<file path="src/rtl/preload_sequencer.sv">
// preload_sequencer
// Front-end controller for the pre-load unit. It takes two independent
// valid/ready streams (8-bit weights, 7-bit activations), writes one full
// SIZE x SIZE tile into the weight and activation memories, and then steps
// the pre-load unit's control levels through the weight-processing,
// compensation-weight preload and calculation phases before pulsing done.
//
// Optional build macro: PRELOAD_SEQ_ERR_EN. When it is defined, a sticky
// protocol-error flag is produced. When it is not defined, err is tied low.
//
// Ports
//   clk                        rising-edge clock
//   rst                        asynchronous active-low reset
//   start                      begin one tile (sampled in IDLE only)
//   abort                      synchronous return to IDLE from any state
//   w_valid/w_data/w_ready     weight stream
//   a_valid/a_data/a_ready     activation stream
//   Weight/Weight_Mem_Address_in          registered weight write port
//   Activation/Activation_Mem_Address_in  registered activation write port
//   load_mem_done/PreLoad_CWeight/Cal     pre-load unit control levels
//   busy                       high whenever the sequencer is not idle
//   done                       one-cycle pulse at the end of a tile
//   err                        sticky protocol error
module preload_sequencer #(
    parameter int unsigned SIZE           = 8,
    parameter int unsigned MEM_SIZE       = SIZE * SIZE,
    parameter int unsigned ADDR_WIDTH     = $clog2(MEM_SIZE),
    parameter int unsigned PROCESS_CYCLES = MEM_SIZE + SIZE,
    parameter int unsigned CWEIGHT_CYCLES = 3 * SIZE,
    parameter int unsigned CAL_CYCLES     = 3 * SIZE
) (
    input  logic                  clk,
    input  logic                  rst,
    input  logic                  start,
    input  logic                  abort,
    input  logic                  w_valid,
    input  logic [7:0]            w_data,
    output logic                  w_ready,
    input  logic                  a_valid,
    input  logic [6:0]            a_data,
    output logic                  a_ready,
    output logic [7:0]            Weight,
    output logic [ADDR_WIDTH-1:0] Weight_Mem_Address_in,
    output logic [6:0]            Activation,
    output logic [ADDR_WIDTH-1:0] Activation_Mem_Address_in,
    output logic                  load_mem_done,
    output logic                  PreLoad_CWeight,
    output logic                  Cal,
    output logic                  busy,
    output logic                  done,
    output logic                  err
);

    localparam int unsigned CNT_W   = ADDR_WIDTH + 1;
    localparam int unsigned MAX_PC  = (PROCESS_CYCLES > CWEIGHT_CYCLES) ? PROCESS_CYCLES : CWEIGHT_CYCLES;
    localparam int unsigned MAX_ALL = (MAX_PC > CAL_CYCLES) ? MAX_PC : CAL_CYCLES;
    localparam int unsigned PH_W    = $clog2(MAX_ALL + 1);

    localparam logic [2:0] S_IDLE    = 3'd0;
    localparam logic [2:0] S_LOAD    = 3'd1;
    localparam logic [2:0] S_FLUSH   = 3'd2;
    localparam logic [2:0] S_PROCESS = 3'd3;
    localparam logic [2:0] S_PRELOAD = 3'd4;
    localparam logic [2:0] S_CAL     = 3'd5;
    localparam logic [2:0] S_DONE    = 3'd6;

    logic [2:0]            state, state_next;
    logic [PH_W-1:0]       phase, phase_next;
    logic [CNT_W-1:0]      w_cnt, w_cnt_next;
    logic [CNT_W-1:0]      a_cnt, a_cnt_next;
    logic                  w_fire, a_fire;

    logic                  w_ready_next, a_ready_next;
    logic [7:0]            weight_next;
    logic [ADDR_WIDTH-1:0] w_addr_next;
    logic [6:0]            act_next;
    logic [ADDR_WIDTH-1:0] a_addr_next;
    logic                  load_mem_done_next, cweight_next, cal_next;
    logic                  busy_next, done_next;

    // State, counters and every output are registered.
    always_ff @(posedge clk or negedge rst) begin
        if (!rst) begin
            state                     <= S_IDLE;
            phase                     <= '0;
            w_cnt                     <= '0;
            a_cnt                     <= '0;
            w_ready                   <= 1'b0;
            a_ready                   <= 1'b0;
            Weight                    <= '0;
            Weight_Mem_Address_in     <= '0;
            Activation                <= '0;
            Activation_Mem_Address_in <= '0;
            load_mem_done             <= 1'b0;
            PreLoad_CWeight           <= 1'b0;
            Cal                       <= 1'b0;
            busy                      <= 1'b0;
            done                      <= 1'b0;
        end else begin
            state                     <= state_next;
            phase                     <= phase_next;
            w_cnt                     <= w_cnt_next;
            a_cnt                     <= a_cnt_next;
            w_ready                   <= w_ready_next;
            a_ready                   <= a_ready_next;
            Weight                    <= weight_next;
            Weight_Mem_Address_in     <= w_addr_next;
            Activation                <= act_next;
            Activation_Mem_Address_in <= a_addr_next;
            load_mem_done             <= load_mem_done_next;
            PreLoad_CWeight           <= cweight_next;
            Cal                       <= cal_next;
            busy                      <= busy_next;
            done                      <= done_next;
        end
    end

    // Next-state, counter and output decode. Outputs are derived from the
    // next state so that they line up with the state register.
    always_comb begin
        state_next  = state;
        phase_next  = phase;
        w_cnt_next  = w_cnt;
        a_cnt_next  = a_cnt;
        w_fire      = 1'b0;
        a_fire      = 1'b0;
        weight_next = Weight;
        w_addr_next = Weight_Mem_Address_in;
        act_next    = Activation;
        a_addr_next = Activation_Mem_Address_in;

        if (abort) begin
            state_next = S_IDLE;
        end else begin
            case (state)
                S_IDLE: begin
                    if (start) begin
                        state_next = S_LOAD;
                    end
                end
                S_LOAD: begin
                    // Ready registers already encode count < MEM_SIZE.
                    w_fire = w_valid & w_ready;
                    a_fire = a_valid & a_ready;
                    if (w_fire) begin
                        weight_next = w_data;
                        w_addr_next = w_cnt[ADDR_WIDTH-1:0];
                        w_cnt_next  = w_cnt + CNT_W'(1);
                    end
                    if (a_fire) begin
                        act_next    = a_data;
                        a_addr_next = a_cnt[ADDR_WIDTH-1:0];
                        a_cnt_next  = a_cnt + CNT_W'(1);
                    end
                    // Leave as soon as the last write of the later stream is taken.
                    if ((w_cnt_next == CNT_W'(MEM_SIZE)) && (a_cnt_next == CNT_W'(MEM_SIZE))) begin
                        state_next = S_FLUSH;
                    end
                end
                S_FLUSH: begin
                    state_next = S_PROCESS;
                    phase_next = PH_W'(PROCESS_CYCLES - 1);
                end
                S_PROCESS: begin
                    if (phase == '0) begin
                        state_next = S_PRELOAD;
                        phase_next = PH_W'(CWEIGHT_CYCLES - 1);
                    end else begin
                        phase_next = phase - PH_W'(1);
                    end
                end
                S_PRELOAD: begin
                    if (phase == '0) begin
                        state_next = S_CAL;
                        phase_next = PH_W'(CAL_CYCLES - 1);
                    end else begin
                        phase_next = phase - PH_W'(1);
                    end
                end
                S_CAL: begin
                    if (phase == '0) begin
                        state_next = S_DONE;
                        phase_next = '0;
                    end else begin
                        phase_next = phase - PH_W'(1);
                    end
                end
                S_DONE: begin
                    state_next = S_IDLE;
                end
                default: begin
                    state_next = S_IDLE;
                end
            endcase
        end

        // Returning to IDLE (normal end or abort) clears all counters.
        if (state_next == S_IDLE) begin
            w_cnt_next = '0;
            a_cnt_next = '0;
            phase_next = '0;
        end

        busy_next          = (state_next != S_IDLE);
        w_ready_next       = (state_next == S_LOAD) && (w_cnt_next < CNT_W'(MEM_SIZE));
        a_ready_next       = (state_next == S_LOAD) && (a_cnt_next < CNT_W'(MEM_SIZE));
        load_mem_done_next = (state_next == S_PROCESS) || (state_next == S_PRELOAD) ||
                             (state_next == S_CAL)     || (state_next == S_DONE);
        cweight_next       = (state_next == S_PRELOAD);
        cal_next           = (state_next == S_CAL);
        done_next          = (state_next == S_DONE);
    end

`ifdef PRELOAD_SEQ_ERR_EN
    logic start_accept;
    logic proto_viol;

    assign start_accept = (state == S_IDLE) && start && !abort;
    // Data offered while the sequencer cannot take it, or a start while busy.
    assign proto_viol   = ((state != S_LOAD) && ((w_valid && !w_ready) || (a_valid && !a_ready))) ||
                          (start && (state != S_IDLE));

    // Sticky error; an accepted start opens a fresh tile with a clean flag.
    always_ff @(posedge clk or negedge rst) begin
        if (!rst) begin
            err <= 1'b0;
        end else if (start_accept) begin
            err <= 1'b0;
        end else if (proto_viol) begin
            err <= 1'b1;
        end
    end
`else
    assign err = 1'b0;
`endif

endmodule
</file>
<file path="config.mk">
export PLATFORM = sky130hd
export DESIGN_NAME = preload_sequencer
export DESIGN_NICKNAME = d
export VERILOG_FILES = /design/src/rtl/preload_sequencer.sv
export SDC_FILE = /design/constraint.sdc
export NUM_CORES = 1
export LEC_CHECK = 0
export ABC_CLOCK_PERIOD_IN_PS = 3000
export CAP_MARGIN = 20
export CORE_ASPECT_RATIO = 1.4
export CORE_MARGIN = 4
export CORE_UTILIZATION = 46
export DETAILED_ROUTE_END_ITERATION = 12
export PLACE_DENSITY = 0.76
export SLEW_MARGIN = 5
export SYNTH_ARGS = -nofsm -noshare
export SYNTH_HDL_FRONTEND = slang
export SYNTH_SLANG_ARGS = --single-unit
</file>
<file path="constraint.sdc">
create_clock -name clk -period 3 [get_ports clk]
set_input_delay 0.45 -clock clk [delete_from_list [all_inputs] [get_ports clk]]
set_output_delay 0.45 -clock clk [all_outputs]
set_load 0.1 [all_outputs]
</file>
==> results.yml <==
worst_setup_path:
  critPathMaxFanout: 8
  critical_path.endpoint_type: "flop"
  start_kind: "flop"
  arrival_ns: 2.51
  worstPathRequired_ns: 3.20
  critical_path_class: "reg -> reg"
clocking:
  clockRootBuffer: "clkbuf_8"
  path_clk_slew_ns: 0.07
  h-tree-depth: 3
  cts_resized: 0
  cts_buffers: 9
  cts_tree: "built"
  clk_path_buf_depth: 2
  clkLatencyLatePin_ns: 0.34
  hold_buffers: 0
  cts.sinks: 58
  post-cts-setup-buffers: 0
synthesis:
  synthesis.nets: 291
  synth_flop_cell: "dfrtp_1"
  synth-edff-count: 0
  synth_cells: 266
  synth_largest_area_cell: "dfrtp_1"
  syn_area_um2: 2870
  ys_warn_count: 0
  yosysTopAreaCellShare_pct: 50.6
  avgSynthCellArea_um2: 10.8
  synth-seq-area-share_pct: 50.6
  yosys-top-cells-area: "dfrtp_1 (51%), mux2_2 (9.8%), xnor2_1 (3.1%)"
  ys_ff_latch: 58
  async_flop_share_pct: 100
  synth_cell_types: 49
sta:
  drv_slew: 0
  hold_viol: 0
  max_freq_ghz: 0.434
  period_share_pct: 76.9
  setup-violations-final: 0
  rsz0062_at_grt: "false"
  fin_crit_ns: 2.31
  worstMarginPinSlew_ns: 0.968
  slew_headroom_pct: 34.8
  finalSetupTns_ns: 0
  fin_worst_skew_ns: 0.0113
hold_path:
  hold_path_class: "in -> async"
layout:
  diodes: 0
  drive_above_1_share_pct: 25.8
  final_cell_mix: "dfrtp_1 (58), buf_4 (39), mux2_2 (25)"
  area_growth_pct: 25.5
  final_area_um2: 3600
  final_nets: 350
  final_common_cell: "dfrtp_1"
power:
  p_leak_nw: 1.67
  clkPwrFrac_pct: 29.1
  combPwrFrac_pct: 33.0
  ir_drop_uv: 456
  p_sw_uw: 957
  seqPwrFrac_pct: 37.9
  p_int_mw: 1.40
  power.share.switching_pct: 40.6
  p_per_area_nw_per_um2: 655
global_routing:
  antenna_found_initial: 0
  grt_use_total_pct: 17.5
  grt_pass1_vias: 2262
  grt_max_degree: 37
  grt_pass1_wl_mm: 10.0
  grt_overflow: 0
route:
  wl_per_cell_um: 14.9
  drt_pre_antenna_iters: 4
  via_per_inst: 5.55
  post-route-drc-count: 0
  postRouteAntennaNets: 0
  drt_wl_total_mm: 5.94
  first_iter_violations: 82
  num_vias: 2216
place:
  place.gp.congestion: 0.822
  io_buffers: 54
  place_area_um2: 3410
  hpwl_mm: 4.40
floorplan:
  die_area_um2: 7580
  rows: 33
  design.core.area_um2: 5950
  initial_core_util_pct: 48.2
  io_pins: 56
  die_x_um: 74.7
  die_y_um: 101
job:
  cap_violations: 0
run_status:
  status: "completed"
cell usage after synthesis, types with 7 or more instances:
cell	instances
dfrtp_1	58
mux2_2	25
a21oi_1	13
xnor2_1	10
o21ai_0	9
nor3_1	10
nand2_1	13
and3_1	7
inv_1	11
nor2_1	22
metal layers:
layer	routed length [um]	GRT usage, %
met1	2400	19.5
met2	3170	29.7
met3	216	4.27
met4	163	10.1
met5	0	0
flip-flops by register name (all words and copies together) (netlist names):
register,flops
busy,1
Activation,7
Activation_Mem_Address_in,6
w_ready,1
w_cnt,7
a_cnt,7
load_mem_done,1
phase,7
Cal,1
PreLoad_CWeight,1
a_ready,1
state,3
Weight_Mem_Address_in,6
done,1
Weight,8
critical path: stages, from the launching register on:
cell and delay, ns:
dfrtp_1 0.48, ha_1 0.35, and4b_1 0.25, o22ai_1 0.10, or4b_4 0.54, nor4b_4 0.30, a2111oi_0 0.15
final timing paths:
kind / startpoint / end / slack, ns / cells after the start
setup / recovery: a_cnt[0]$_DFFE_PN0P_ / state[0]$_DFF_PN0_ / 0.69 / 6
hold / removal: rst / Weight[4]$_DFFE_PN0P_ / 0.08 / 1
setup reg to reg: a_cnt[0]$_DFFE_PN0P_ / state[0]$_DFF_PN0_ / 0.69 / 6
hold reg to reg: Activation_Mem_Address_in[5]$_DFFE_PN0P_ / Activation_Mem_Address_in[5]$_DFFE_PN0P_ / 0.51 / 1
max in group asynchronous: rst / Weight[3]$_DFFE_PN0P_ / 2.08 / 2
min in group clk: Activation_Mem_Address_in[5]$_DFFE_PN0P_ / Activation_Mem_Address_in[5]$_DFFE_PN0P_ / 0.51 / 1
layout make-up:
class                      instances  area (um^2)
fill                             511         2350
sequential                        58         1450
multi-input combinational        185         1330
timing repair buffer              60          508
clock buffer                      10          128
tap                               70         87.6
clock inverter                     5         56.3
inverter                          11         41.3
metrics by stage:
stage          std cells  util, %  total power, mW  setup WS [ns]  hold slack (ns)
2_1_floorplan        266        -             1.50          0.478            0.154
3_3_place_gp         384     57.4             1.68          0.533            0.458
3_5_place_dp         384     57.4             1.69          0.468            0.461
4_1_cts              399     60.5             2.38          0.678           0.0911
5_1_grt              399     60.5             2.45          0.576            0.103
6_report             399     60.5             2.36          0.694           0.0802
logic make-up (layout without fill, tap and decap cells):
group / Yosys count / in the layout / synth area share [%]
and+or+nand+nor: 82 / 82 / 16.1
AOI/OAI and AO/OA: 55 / 55 / 12.6
muxes: 28 / 28 / 10.9
xor gates and xnor gates: 15 / 15 / 4.58
buffers and inverters: 23 / 86 / 3.36
adders and majority gates: 4 / 4 / 1.75
other: 1 / 1 / 0.131
DFF: 58 / 58 / 50.6
power groups by stage:
stage | Clock [mW] | Sequential (mW) | Combinational [mW]
after floorplan | 0 | 1.40 | 0.0962
after global placement | 0 | 0.904 | 0.780
after detailed placement | 0 | 0.908 | 0.783
after CTS | 0.706 | 0.893 | 0.783
after global routing | 0.740 | 0.903 | 0.807
final | 0.686 | 0.892 | 0.777
Power figures use the tool's default switching activity.
